## config.mk

```make
export PLATFORM = sky130hd
export DESIGN_NAME = mvu_test_sequencer
export DESIGN_NICKNAME = d
export VERILOG_FILES = /design/src/rtl/mvu_test_sequencer_pkg.sv /design/src/rtl/mvu_test_sequencer_chan.sv /design/src/rtl/mvu_test_sequencer.sv
export SDC_FILE = /design/constraint.sdc
export NUM_CORES = 1
export LEC_CHECK = 0
export CAP_MARGIN = 20
export CELL_PAD_IN_SITES_DETAIL_PLACEMENT = 1
export CELL_PAD_IN_SITES_GLOBAL_PLACEMENT = 2
export CORE_ASPECT_RATIO = 1.75
export CORE_MARGIN = 2
export CORE_UTILIZATION = 34
export CTS_BUF_LIST = sky130_fd_sc_hd__clkbuf_8
export CTS_CLUSTER_DIAMETER = 80
export DETAILED_ROUTE_END_ITERATION = 12
export GPL_TIMING_DRIVEN = 0
export PLACE_DENSITY_LB_ADDON = 0.1
export SETUP_SLACK_MARGIN = 0.3
export SLEW_MARGIN = 20
export SYNTH_ARGS = -nofsm -noshare
export SYNTH_HDL_FRONTEND = slang
export SYNTH_HIERARCHICAL = 1
export SYNTH_SLANG_ARGS = --single-unit
```

## constraint.sdc

```tcl
create_clock -name clk -period 3.7 [get_ports clk]
set_input_delay 1.11 -clock clk [delete_from_list [all_inputs] [get_ports clk]]
set_output_delay 1.11 -clock clk [all_outputs]
set_load 0.02 [all_outputs]
```

## src/rtl/mvu_test_sequencer_pkg.sv

```systemverilog
// Shared types and defaults for the MVU test-phase sequencer.
// Phase encoding is visible on the phase output.
package mvu_test_sequencer_pkg;

  typedef enum logic [2:0] {
    PH_IDLE,
    PH_SETUP,
    PH_RUN,
    PH_TIMEOUT,
    PH_REPORT,
    PH_DONE
  } phase_e;

  localparam int unsigned NCHAN_DEF = 4;
  localparam int unsigned TO_W_DEF  = 24;
  localparam int unsigned CYC_W_DEF = 32;

endpackage

```

## src/rtl/mvu_test_sequencer_chan.sv

```systemverilog
// Per-channel idle watchdog with a sticky done latch.
// Counter is held at zero while clr is high.
module mvu_chan_watchdog
  import mvu_test_sequencer_pkg::*;
#(
  parameter int unsigned TO_W = TO_W_DEF
) (
  input  logic            clk,
  input  logic            rst_n,
  input  logic            clr,
  input  logic            en,
  input  logic            kick,
  input  logic            done,
  input  logic [TO_W-1:0] limit,
  output logic            expired,
  output logic            done_q
);

  logic [TO_W-1:0] cnt_q, cnt_d, cnt_inc;
  logic            done_d, live;

  assign cnt_inc = cnt_q + TO_W'(1);
  assign live    = en & ~done_q & ~done;

  // A done in the expiry cycle wins over the timeout.
  assign expired = live & ~kick
                 & (limit != '0)
                 & (cnt_inc == limit);

  always_comb begin
    cnt_d  = cnt_q;
    done_d = done_q;
    if (clr) begin
      cnt_d  = '0;
      done_d = 1'b0;
    end else if (en) begin
      if (done) done_d = 1'b1;
      if (kick || done) begin
        cnt_d = '0;
      end else if (!done_q && cnt_q != '1) begin
        cnt_d = cnt_inc;
      end
    end
  end

  always_ff @(posedge clk or negedge rst_n) begin
    if (!rst_n) begin
      cnt_q  <= '0;
      done_q <= 1'b0;
    end else begin
      cnt_q  <= cnt_d;
      done_q <= done_d;
    end
  end

endmodule

```

## src/rtl/mvu_test_sequencer.sv

```systemverilog
// Setup/run/report sequencer for multi-MVU benches with
// per-channel idle watchdogs and timeout attribution.
module mvu_test_sequencer
  import mvu_test_sequencer_pkg::*;
#(
  parameter int unsigned NCHAN = NCHAN_DEF,
  parameter int unsigned TO_W  = TO_W_DEF,
  parameter int unsigned CYC_W = CYC_W_DEF
) (
  input  logic             clk,
  input  logic             rst_n,
  input  logic             start,
  input  logic [TO_W-1:0]  timeout_cycles,
  input  logic [NCHAN-1:0] chan_en,
  output logic             setup_req,
  input  logic             setup_done,
  output logic [NCHAN-1:0] run_start,
  input  logic [NCHAN-1:0] heartbeat,
  input  logic [NCHAN-1:0] run_done,
  output logic             report_req,
  input  logic             report_done,
  output logic [2:0]       phase,
  output logic             busy,
  output logic             finished,
  output logic             timed_out,
  output logic [NCHAN-1:0] timeout_chan,
  output logic [CYC_W-1:0] cycle_count
);

  localparam logic [NCHAN-1:0] PH_BIT =
    NCHAN'(1) << (NCHAN - 1);

  phase_e           state_q;
  logic [NCHAN-1:0] chan_en_q;
  logic [TO_W-1:0]  limit_q;
  logic [TO_W-1:0]  ph_cnt_q;
  logic [CYC_W-1:0] cyc_q;
  logic             timed_out_q;
  logic [NCHAN-1:0] tchan_q;
  logic [NCHAN-1:0] run_start_q;
  logic             first_q;

  logic             in_run, busy_w, ph_live, ph_exp;
  logic [TO_W-1:0]  ph_inc, ph_next;
  logic [NCHAN-1:0] exp_vec, done_vec, done_now;
  logic             all_done;

  assign in_run = (state_q == PH_RUN);
  assign busy_w = (state_q == PH_SETUP)
               || (state_q == PH_RUN)
               || (state_q == PH_TIMEOUT)
               || (state_q == PH_REPORT);

  assign ph_live = (state_q == PH_SETUP)
                || (state_q == PH_REPORT);
  assign ph_inc  = ph_cnt_q + TO_W'(1);
  assign ph_next = (ph_cnt_q == '1) ? ph_cnt_q : ph_inc;
  assign ph_exp  = ph_live & (limit_q != '0)
                 & (ph_inc == limit_q);

  for (genvar i = 0; i < NCHAN; i++) begin : g_wd
    mvu_chan_watchdog #(
      .TO_W(TO_W)
    ) u_wd (
      .clk     (clk),
      .rst_n   (rst_n),
      .clr     (~in_run),
      .en      (in_run & chan_en_q[i]),
      .kick    (heartbeat[i]),
      .done    (run_done[i] & ~first_q),
      .limit   (limit_q),
      .expired (exp_vec[i]),
      .done_q  (done_vec[i])
    );
  end

  // Disabled channels count as done, so an empty mask leaves RUN at once.
  assign done_now = done_vec
                  | (run_done & {NCHAN{~first_q}});
  assign all_done = &(done_now | ~chan_en_q);

  always_ff @(posedge clk or negedge rst_n) begin
    if (!rst_n) begin
      state_q     <= PH_IDLE;
      chan_en_q   <= '0;
      limit_q     <= '0;
      ph_cnt_q    <= '0;
      cyc_q       <= '0;
      timed_out_q <= 1'b0;
      tchan_q     <= '0;
      run_start_q <= '0;
      first_q     <= 1'b0;
    end else begin
      run_start_q <= '0;
      first_q     <= 1'b0;
      ph_cnt_q    <= ph_live ? ph_next : '0;
      if (busy_w && cyc_q != '1) begin
        cyc_q <= cyc_q + CYC_W'(1);
      end
      unique case (state_q)
        PH_IDLE, PH_DONE: begin
          if (start) begin
            state_q     <= PH_SETUP;
            chan_en_q   <= chan_en;
            limit_q     <= timeout_cycles;
            timed_out_q <= 1'b0;
            tchan_q     <= '0;
            cyc_q       <= '0;
            ph_cnt_q    <= '0;
          end
        end
        PH_SETUP: begin
          if (setup_done) begin
            state_q     <= PH_RUN;
            run_start_q <= chan_en_q;
            first_q     <= 1'b1;
            ph_cnt_q    <= '0;
          end else if (ph_exp) begin
            state_q     <= PH_TIMEOUT;
            timed_out_q <= 1'b1;
            tchan_q     <= tchan_q | PH_BIT;
            ph_cnt_q    <= '0;
          end
        end
        PH_RUN: begin
          if (all_done) begin
            state_q <= PH_REPORT;
          end else if (|exp_vec) begin
            state_q     <= PH_TIMEOUT;
            timed_out_q <= 1'b1;
            tchan_q     <= tchan_q | exp_vec;
          end
        end
        PH_TIMEOUT: begin
          state_q <= PH_REPORT;
        end
        PH_REPORT: begin
          if (report_done) begin
            state_q  <= PH_DONE;
            ph_cnt_q <= '0;
          end else if (ph_exp) begin
            state_q     <= PH_DONE;
            timed_out_q <= 1'b1;
            tchan_q     <= tchan_q | PH_BIT;
            ph_cnt_q    <= '0;
          end
        end
        default: state_q <= PH_IDLE;
      endcase
    end
  end

  assign phase        = state_q;
  assign setup_req    = (state_q == PH_SETUP);
  assign report_req   = (state_q == PH_REPORT);
  assign busy         = busy_w;
  assign finished     = (state_q == PH_DONE);
  assign run_start    = run_start_q;
  assign timed_out    = timed_out_q;
  assign timeout_chan = tchan_q;
  assign cycle_count  = cyc_q;

endmodule

```

==> results.sh, run 1 <==
export IMPL_cp_depth=19
export IMPL_arrival_ps=4150
export IMPL_antenna_found_initial=1
export IMPL_gr_total_overflow=0
export IMPL_synth_enable_flop_cells=0
export IMPL_cp_buffers_inverters=5
export IMPL_ys_warn_count=6
export IMPL_tightest_slew_ps=1145
export IMPL_power_internal_mw=4.394
export IMPL_critPathRequiredTime_ps=4150
export IMPL_syn_area_per_cell_um2=8.254
export IMPL_ir_drop_v=0.0003161
export IMPL_fin_crit_ps=3698
export IMPL_syn_to_final_growth_pct=18.36
export IMPL_pwr_share_comb_pct=40.8
export IMPL_crit_slowest_cell="dfrtp_1"
export IMPL_crit_path_max_fanout=4
export IMPL_core_rowCount=101
export IMPL_path_cells="clkbuf_8, nor3b_4, buf_6, and2_4, or3b_4, or4_4, a21oi_2, nor4b_2, nand4_1, nor4_4, buf_4, nor4_2, nand2_1, buf_4, buf_4, o32a_1, nor2b_4, o21ai_1, o21ai_1"
export IMPL_die_w_um=161.9
export IMPL_seqPwrFrac_pct=41.1
export IMPL_dr_total_vias=14952
export IMPL_gp_congestion=0.9052
export IMPL_max_cap_violations=0
export IMPL_chipHeight_um=280.4
export IMPL_rsz0062_at_grt="true"
export IMPL_grt_usage_pct=28.73
export IMPL_fin_cells=2519
export IMPL_r2r_cells=19
export IMPL_first_pass_iters=5
export IMPL_cts_root_buffer_cell="clkbuf_8"
export IMPL_grt_max_degree=83
export IMPL_status="finished, final reports clean"
export IMPL_clkSinkCount=197
export IMPL_min_period_over_period_pct=99.93
export IMPL_grtUsageMet3_pct=3.326
export IMPL_grt_pass1_wl_mm=98.62
export IMPL_r2r_slack_ps=2
export IMPL_finalSetupViolCount=0
export IMPL_top_level_ports=89
export IMPL_p_leak_nw=7.094
export IMPL_finalClockSkew_ps=23.20
export IMPL_dp_hpwl_mm=47.06
export IMPL_rr_endpoint="phase[0]$_DFFE_PN0P_"
export IMPL_synth_fp_nets=1845
export IMPL_nNetsFinal=1986
export IMPL_clockBufferDepth=2
export IMPL_start_kind="flop"
export IMPL_path_delay_family="simple AND/OR/NAND/NOR gates"
export IMPL_io_buffers=88
export IMPL_ys_seq_area_share_pct=33.22
export IMPL_ys_ff_latch=197
export IMPL_synthCells=1798
export IMPL_cts_tree="done"
export IMPL_max_freq_mhz=270.4
export IMPL_whs_ps=446.3
export IMPL_hp_class="input pin to async pin"
export IMPL_setup_worst_path_end="phase[0]$_DFFE_PN0P_"
export IMPL_dp_cells=2454
export IMPL_drive_gt1_share_pct=12.14
export IMPL_crit_type="flop to flop"
export IMPL_tns_ps=0
export IMPL_wirelength_mm=64.36
export IMPL_busiest_layer="met2"
export IMPL_ys_flop_type="dfrtp_1"
export IMPL_r2r_start="phase[0]$_DFFE_PN0P_"
export IMPL_htree_levels=4
export IMPL_p_per_area_mw_per_mm2=489.0
export IMPL_detail_route_vias_per_cell=5.936
export IMPL_setup_ws_ps=2.436
export IMPL_async_flop_share_pct=100.0
export IMPL_synth_area_mm2=0.01484
export IMPL_grtUsageMet1_pct=31.47
export IMPL_die_area_mm2=0.04540
export IMPL_finalHoldViolations=0
export IMPL_drv_slew=0
export IMPL_pwr_share_clk_pct=18.1
export IMPL_grt_pass1_vias=15839
export IMPL_path_clk_slew_ps=130
export IMPL_drtIter0Drc=834
export IMPL_dp_slack_ps=-1500
export IMPL_avgRoutedWirePerCell_um=25.55
export IMPL_drc=0
export IMPL_grtUsageMet2_pct=53.60
export IMPL_slowest_delay_ps=430
export IMPL_cts_buffers=17
export IMPL_detail_route_antenna_nets=0
export IMPL_p_sw_mw=4.196
export IMPL_synth_distinct_cells=85
export IMPL_worstSetupStartpoint="phase[0]$_DFFE_PN0P_"
export IMPL_final_cell_mix="dfrtp_1 (192), nand2_1 (191), nor2_1 (170), xnor2_1 (120), a21oi_1 (116)"
export IMPL_fp_coreArea_mm2=0.04322
export IMPL_path_common_cell="buf_4"
export IMPL_relSlewSlack_pct=23.65
export IMPL_worstSkewPairLatency_ps=530
export IMPL_final_common_cell="dfrtp_1"
export IMPL_start_util_pct=34.34
export IMPL_swShare_pct=48.85
export IMPL_critPathCaptureType="flop"
per-layer routing:
layer	routed length (um)	vias to the layer above
met2	34270	342
met5	0	-
met3	1935	126
met1	24940	7644
met4	3219	0
li1	-	6840
sequential cells by signal, summed over array words and instances (netlist names), 4 cells and up:
| register | count |
|---|---|
| run_start | 4 |
| cycle_count | 32 |
| timeout_chan | 4 |
| limit_q | 24 |
| g_wd.u_wd/done_q | 4 |
| g_wd.u_wd/cnt_q | 96 |
| ph_cnt_q | 24 |
| chan_en_q | 4 |
stage by stage:
stage	power [mW]	util, %	area (um^2)
after CTS	8.556	39.99	17280
after detailed placement	6.781	38.27	16540
after global placement	6.699	38.13	16480
final	8.590	40.64	17570
after global routing	9.039	40.64	17570
after floorplan	5.077	-	14890
logic make-up after synthesis:
group | count (synthesis) | synth area share [%]
DFF | 197 | 33.22
muxes | 7 | 0.4806
and+or+nand+nor | 840 | 32.21
AOI/OAI and AO/OA | 384 | 15.90
xor gates and xnor gates | 203 | 12.71
adders and majority gates | 7 | 0.5733
buffers and inverters | 160 | 4.907
cells in the mapped netlist, types with 45 or more instances:
library cell	instances	area share [%]
nor2_1	170	4.3
inv_1	45	1.1
nor4_1	51	2.1
clkbuf_1	62	1.6
xor2_1	74	4.4
xnor2_1	121	7.1
a21oi_1	118	4.0
o21ai_0	95	3.2
nand2_1	191	4.8
nand4_1	68	2.9
nand3_1	79	2.7
dfrtp_1	197	33
a31oi_1	50	2.1
area by class of cell:
type	count	area, um^2
Antenna cell	1	2.502
Buffer	114	591.8
Clock buffer	17	234.0
Clock inverter	15	162.7
Fill cell	5274	25650
Inverter	46	172.7
Multi-Input combinational cell	1441	9555
Sequential cell	197	4936
Tap cell	566	708.2
Timing Repair Buffer	122	1202
worst min-delay path by stage:
stage | from | endpoint | cells after the start
6_report | rst_n | g_wd[0].u_wd/cnt_q[3]$_DFFE_PN0P_ | 1
5_1_grt | rst_n | g_wd[0].u_wd/cnt_q[3]$_DFFE_PN0P_ | 1
4_1_cts | rst_n | g_wd[0].u_wd/cnt_q[3]$_DFFE_PN0P_ | 1
3_5_place_dp | timeout_chan[2]$_DFFE_PN0P_ | timeout_chan[2]$_DFFE_PN0P_ | 2
3_3_place_gp | timeout_chan[1]$_DFFE_PN0P_ | timeout_chan[1]$_DFFE_PN0P_ | 2
2_1_floorplan | chan_en_q[0]$_DFFE_PN0P_ | chan_en_q[0]$_DFFE_PN0P_ | 2
power by group through the flow:
stage | clock network, mW | logic, mW | registers [mW]
2_1_floorplan | 0 | 2.17 | 2.91
6_report | 1.55 | 3.51 | 3.53
5_1_grt | 1.67 | 3.85 | 3.53
4_1_cts | 1.61 | 3.44 | 3.50
3_3_place_gp | 0 | 3.17 | 3.53
3_5_place_dp | 0 | 3.24 | 3.54
timing repair:
action,in CTS,in global routing
hold buffers,0,0
pin swaps,15,14
resized for setup,49,41
setup endpoints to repair,67,30
setup buffers,16,16
cloned,0,0
No activity file was read; power rests on OpenSTA's default activity.
==> run 2, diff against run 1 <==
CTS_CLUSTER_SIZE = 40   (was unset)
MAX_ROUTING_LAYER = met4   (was unset)
==> results.sh, run 2 (same netlist as run 1, synthesis figures left out) <==
export IMPL_p_leak_nw=7.091
export IMPL_detail_route_vias_per_cell=5.926
export IMPL_htree_levels=4
export IMPL_start_util_pct=34.34
export IMPL_drive_gt1_share_pct=12.09
export IMPL_finalSetupViolCount=0
export IMPL_finalHoldViolations=0
export IMPL_final_common_cell="dfrtp_1"
export IMPL_cts_buffers=17
export IMPL_antenna_found_initial=2
export IMPL_drtIter0Drc=824
export IMPL_cts_tree="done"
export IMPL_clockBufferDepth=2
export IMPL_largest_reg_flops=96
export IMPL_min_period_over_period_pct=99.93
export IMPL_fin_cells=2520
export IMPL_nNetsFinal=1986
export IMPL_wirelength_mm=64.50
export IMPL_clkSinkCount=197
export IMPL_critPathCaptureType="flop"
export IMPL_cts_hold_fix_buffers=0
export IMPL_core_rowCount=101
export IMPL_fin_crit_ps=3698
export IMPL_dp_hpwl_mm=47.06
export IMPL_final_cell_mix="dfrtp_1 (192), nand2_1 (191), nor2_1 (170), xnor2_1 (120), a21oi_1 (116)"
export IMPL_dp_cells=2454
export IMPL_detail_route_antenna_nets=0
export IMPL_status="finished, final reports clean"
export IMPL_finalClockSkew_ps=22.67
export IMPL_crit_type="flop to flop"
export IMPL_worstSkewPairLatency_ps=530
export IMPL_cts_root_buffer_cell="clkbuf_8"
export IMPL_path_clk_slew_ps=130
export IMPL_avgRoutedWirePerCell_um=25.59
export IMPL_hp_class="input pin to async pin"
export IMPL_ir_drop_v=0.0003154
export IMPL_gr_total_overflow=0
export IMPL_drv_slew=0
export IMPL_dr_total_vias=14934
export IMPL_tightest_slew_ps=1133
export IMPL_grt_usage_pct=29.59
export IMPL_critPathRequiredTime_ps=4150
export IMPL_syn_to_final_growth_pct=18.37
export IMPL_die_area_mm2=0.04540
export IMPL_fp_coreArea_mm2=0.04322
export IMPL_top_level_ports=89
export IMPL_start_kind="flop"
export IMPL_relSlewSlack_pct=24.50
export IMPL_rsz0062_at_grt="true"
export IMPL_p_total_mw=8.591
export IMPL_grt_pass1_vias=15848
export IMPL_max_cap_violations=0
export IMPL_gp_congestion=0.9208
export IMPL_fill_cells=5273
export IMPL_largest_register="g_wd.u_wd/cnt_q"
export IMPL_p_per_area_mw_per_mm2=489.1
export IMPL_arrival_ps=4150
export IMPL_drc=0
export IMPL_io_buffers=88
export IMPL_max_freq_mhz=270.5
export IMPL_crit_path_max_fanout=4
export IMPL_grt_pass1_wl_mm=98.56
export IMPL_die_w_um=161.9
export IMPL_chipHeight_um=280.4
export IMPL_first_pass_iters=5
export IMPL_grt_max_degree=83
[run 2: cell types whose count changed in the layout (fill, tap and decap cells not counted)]
cell,before,now
clkbuf_2,5,4
buf_1,1,2
diode_2,1,2
[run 2: metrics by stage]
step | hold slack [ps] | cell area [um^2] | utilization (%) | setup TNS (ps) | worst slack, ps
after floorplan | 465.6 | 14890 | - | 0 | 175.2
after global placement | 477.6 | 16480 | 38.13 | -1573520 | -7963
after detailed placement | 487.3 | 16540 | 38.27 | -12230 | -1500
after CTS | 407.1 | 17280 | 39.99 | -130.7 | -78.24
after global routing | 432.3 | 17570 | 40.65 | -882.5 | -195.8
final | 441.9 | 17570 | 40.65 | 0 | 2.460
[run 2: cell type report]
class | count | area [um^2] | area share [%]
multi-input combinational | 1441 | 9555 | 54.39
sequential | 197 | 4936 | 28.10
timing repair buffer | 122 | 1202 | 6.845
tap | 566 | 708.2 | 4.031
buffer | 114 | 590.6 | 3.362
clock buffer | 17 | 234.0 | 1.332
inverter | 46 | 172.7 | 0.9829
clock inverter | 15 | 162.7 | 0.9259
antenna | 2 | 5.005 | 0.02849
[run 2: worst max-delay path, stage by stage, from the launching register on]
cell and delay (ps):
dfrtp_1 420, clkbuf_8 150, nor3b_4 210, buf_6 160, and2_4 170, or3b_4 390
or4_4 420, a21oi_2 120, nor4b_2 190, nand4_1 190, nor4_4 180, buf_4 180
nor4_2 50, nand2_1 110, buf_4 120, buf_4 100, o32a_1 170, nor2b_4 150
o21ai_1 60, o21ai_1 70
[run 2: metal layers]
metal / global-route usage [%] / wire length, um
met3: 3.267 / 1944
met5: - / 0
met4: 15.23 / 3325
met2: 53.60 / 34110
met1: 31.56 / 25110
[run 2: path summary, 6_finish.rpt]
kind / from / cells past startpoint / end / slack [ps]
worst min register to register: timeout_chan[2]$_DFFE_PN0P_ / 2 / timeout_chan[2]$_DFFE_PN0P_ / 520
worst max register to register: phase[0]$_DFFE_PN0P_ / 19 / phase[0]$_DFFE_PN0P_ / 2
min in group clk: timeout_chan[2]$_DFFE_PN0P_ / 2 / timeout_chan[2]$_DFFE_PN0P_ / 520
max in group asynchronous: rst_n / 2 / ph_cnt_q[16]$_DFF_PN0_ / 2450
worst min-delay path: rst_n / 1 / g_wd[0].u_wd/cnt_q[3]$_DFFE_PN0P_ / 440
worst max-delay path: phase[0]$_DFFE_PN0P_ / 19 / phase[0]$_DFFE_PN0P_ / 2
[run 2: report_power, final]
part	internal [mW]	total, mW	switching (mW)
clock	0.566	1.55	0.981
sequential	2.34	3.54	1.20
combinational	1.49	3.51	2.02
[run 2: repair_timing]
item / CTS / global route
setup endpoints to repair: 67 / 30
buffers inserted: 16 / 16
gates resized for setup: 49 / 40
pin swaps: 15 / 15
endpoints found under the hold margin: 0 / 0
==> run 3, diff against run 2 <==
SYNTH_HIERARCHICAL = unset   (was 1)
==> results.sh, run 3 <==
export IMPL_arrival_ps=3730
export IMPL_core_rowCount=97
export IMPL_crit_path_max_fanout=7
export IMPL_antenna_found_initial=1
export IMPL_final_common_cell="nand2_1"
export IMPL_wirelength_mm=56.44
export IMPL_async_flop_share_pct=100.0
export IMPL_hp_class="input pin to async pin"
export IMPL_syn_area_per_cell_um2=8.139
export IMPL_dp_cells=2273
export IMPL_fp_coreArea_mm2=0.03993
export IMPL_synth_enable_flop_cells=0
export IMPL_path_cells="ha_4, nand4_4, or4_4, or3_1, a211oi_2, nand4_1, or4_4, nand2_4, o311ai_4, o31a_1"
export IMPL_crit_slowest_cell="or4_4"
export IMPL_ys_ff_latch=197
export IMPL_p_total_mw=8.305
export IMPL_fin_crit_ps=3329
export IMPL_ys_warn_count=0
export IMPL_final_util_pct=41.44
export IMPL_yosys_area_top_type="dfrtp_1"
export IMPL_fill_cells=4783
export IMPL_chipHeight_um=269.8
export IMPL_drv_slew=0
export IMPL_drc=0
export IMPL_max_cap_violations=0
export IMPL_final_cell_mix="nand2_1 (220), dfrtp_1 (185), o21ai_0 (144), nor2_1 (143), xnor2_1 (127)"
export IMPL_top_level_ports=89
export IMPL_avgRoutedWirePerCell_um=24.14
export IMPL_cts_buffers=17
export IMPL_start_kind="flop"
export IMPL_yosysMostFrequentCell="nand2_1"
export IMPL_min_period_over_period_pct=89.97
export IMPL_grt_pass1_vias=14321
export IMPL_netlist_area_leader_share_pct=35.90
export IMPL_critPathRequiredTime_ps=4100
export IMPL_dr_total_vias=13498
export IMPL_synth_commonest_cells="nand2_1 (222), dfrtp_1 (197), nor2_1 (147)"
export IMPL_synth_distinct_cells=76
export IMPL_finalClockSkew_ps=18.34
export IMPL_finalHoldViolations=0
export IMPL_fin_cells=2338
export IMPL_max_freq_mhz=300.4
export IMPL_worstSkewPairLatency_ps=520
export IMPL_clkSinkCount=197
export IMPL_critPathCaptureType="flop"
export IMPL_detail_route_vias_per_cell=5.773
export IMPL_syn_to_final_growth_pct=20.50
export IMPL_rsz0062_at_grt="false"
export IMPL_dp_slack_ps=-872.9
export IMPL_grt_pass1_wl_mm=86.78
export IMPL_r2r_cells=10
export IMPL_largest_reg_flops=96
export IMPL_detail_route_antenna_nets=0
export IMPL_rr_endpoint="phase[2]$_DFFE_PN0P_"
export IMPL_largest_register="g_wd.u_wd.cnt_q"
export IMPL_grt_usage_pct=28.11
export IMPL_status="finished, final reports clean"
export IMPL_cts_root_buffer_cell="clkbuf_8"
export IMPL_drive_gt1_share_pct=12.87
export IMPL_yosys_top_cells_area="dfrtp_1 (36%), xnor2_1 (8.2%), nand2_1 (6.1%)"
export IMPL_synthCells=1687
export IMPL_tns_ps=0
export IMPL_die_area_mm2=0.04207
export IMPL_synth_area_mm2=0.01373
export IMPL_grt_max_degree=87
export IMPL_die_w_um=155.9
export IMPL_p_leak_nw=6.724
export IMPL_nNetsFinal=1876
export IMPL_setup_ws_ps=371.0
export IMPL_io_buffers=88
export IMPL_gp_congestion=0.9292
export IMPL_relSlewSlack_pct=23.90
export IMPL_ys_flop_type="dfrtp_1"
export IMPL_r2r_slack_ps=370
export IMPL_drtIter0Drc=604
export IMPL_tightest_slew_ps=1142
export IMPL_synth_fp_nets=1734
export IMPL_crit_type="flop to flop"
export IMPL_ys_seq_area_share_pct=35.90
export IMPL_ir_drop_v=0.0002502
export IMPL_p_per_area_mw_per_mm2=501.9
export IMPL_r2r_start="g_wd[3].u_wd.cnt_q[0]$_DFFE_PN0P_"
export IMPL_gr_total_overflow=0
export IMPL_start_util_pct=34.39
export IMPL_cts_hold_fix_buffers=0
export IMPL_slowest_delay_ps=600
export IMPL_path_common_cell="or4_4"
export IMPL_htree_levels=4
export IMPL_clockBufferDepth=2
export IMPL_cts_tree="done"
export IMPL_path_clk_slew_ps=120
export IMPL_first_pass_iters=8
export IMPL_finalSetupViolCount=0
export IMPL_dp_hpwl_mm=42.12
[run 3: cell count changes in the layout (fill, tap and decap cells not counted), sizes merged, moves of 16 or more]
cell | previous run | this run
a31oi | 51 | 20
nor4 | 63 | 47
inv | 53 | 28
buf | 88 | 51
nor2 | 170 | 147
o21ai | 103 | 147
o211ai | 23 | 5
clkbuf | 78 | 122
a21oi | 118 | 76
nand2 | 191 | 223
nand3 | 83 | 65
o31ai | 7 | 47
[run 3: critical path, delay by kind of cell, from the launching register on]
| kind | cells | cell delay, ps |
|---|---|---|
| AND/OR/NAND/NOR | 6 | 1990 |
| AO/OA/AOI/OAI | 3 | 600 |
| flip-flops | 1 | 400 |
| adder cells (fa/ha/maj) | 1 | 190 |
[run 3: power by group]
part	total [mW]	switching (mW)	internal [mW]
sequential	2.57	0.206	2.37
clock	1.56	0.914	0.645
combinational	4.17	2.75	1.43
[run 3: cells by family after synthesis]
group / count (synthesis) / share of synthesized area (%)
and+or+nand+nor: 746 / 28.08
AOI/OAI and AO/OA: 375 / 17.10
xor gates and xnor gates: 207 / 13.41
DFF: 197 / 35.90
buffers and inverters: 146 / 4.183
muxes: 10 / 0.7654
adders and majority gates: 6 / 0.5467
[run 3: worst max path at each step]
stage | startpoint | to | cells past startpoint
after floorplan | g_wd[3].u_wd.cnt_q[0]$_DFFE_PN0P_ | phase[2]$_DFFE_PN0P_ | 10
after global placement | rst_n | g_wd[3].u_wd.cnt_q[13]$_DFFE_PN0P_ | 1
after detailed placement | run_done[2] | phase[2]$_DFFE_PN0P_ | 10
after CTS | g_wd[0].u_wd.cnt_q[0]$_DFFE_PN0P_ | phase[0]$_DFFE_PN0P_ | 9
after global routing | g_wd[3].u_wd.cnt_q[5]$_DFFE_PN0P_ | phase[2]$_DFFE_PN0P_ | 10
final | g_wd[3].u_wd.cnt_q[0]$_DFFE_PN0P_ | phase[2]$_DFFE_PN0P_ | 10
[run 3: stage by stage]
stage                     area [um^2]  hold slack (ps)
after floorplan                 13730            470.3
after global placement          15230            457.1
after detailed placement        15310            468.7
after CTS                       16140            430.9
after global routing            16550            443.0
final                           16550            448.3
[run 3: area by class of cell]
cell class,instances,area (um^2),area share (%)
antenna,1,2.502,0.01512
tap,495,619.3,3.743
clock inverter,13,146.4,0.8848
timing repair buffer,123,1199,7.244
sequential,197,4945,29.88
buffer,121,579.3,3.501
clock buffer,19,261.5,1.580
multi-input combinational,1344,8700,52.58
inverter,25,93.84,0.5671
[run 3: repair_timing]
item,CTS,global route
hold endpoints to repair,0,0
pin swaps,6,20
buffers inserted,13,19
endpoints found under the setup margin,134,113
gates resized for setup,83,97
[run 3: routing by layer]
metal,routed length (um),vias up,GRT usage [%]
met1,21820,6782,30.23
met3,1950,125,4.236
met2,29580,279,49.53
li1,-,6312,-
met4,3090,0,14.58
met5,0,-,-
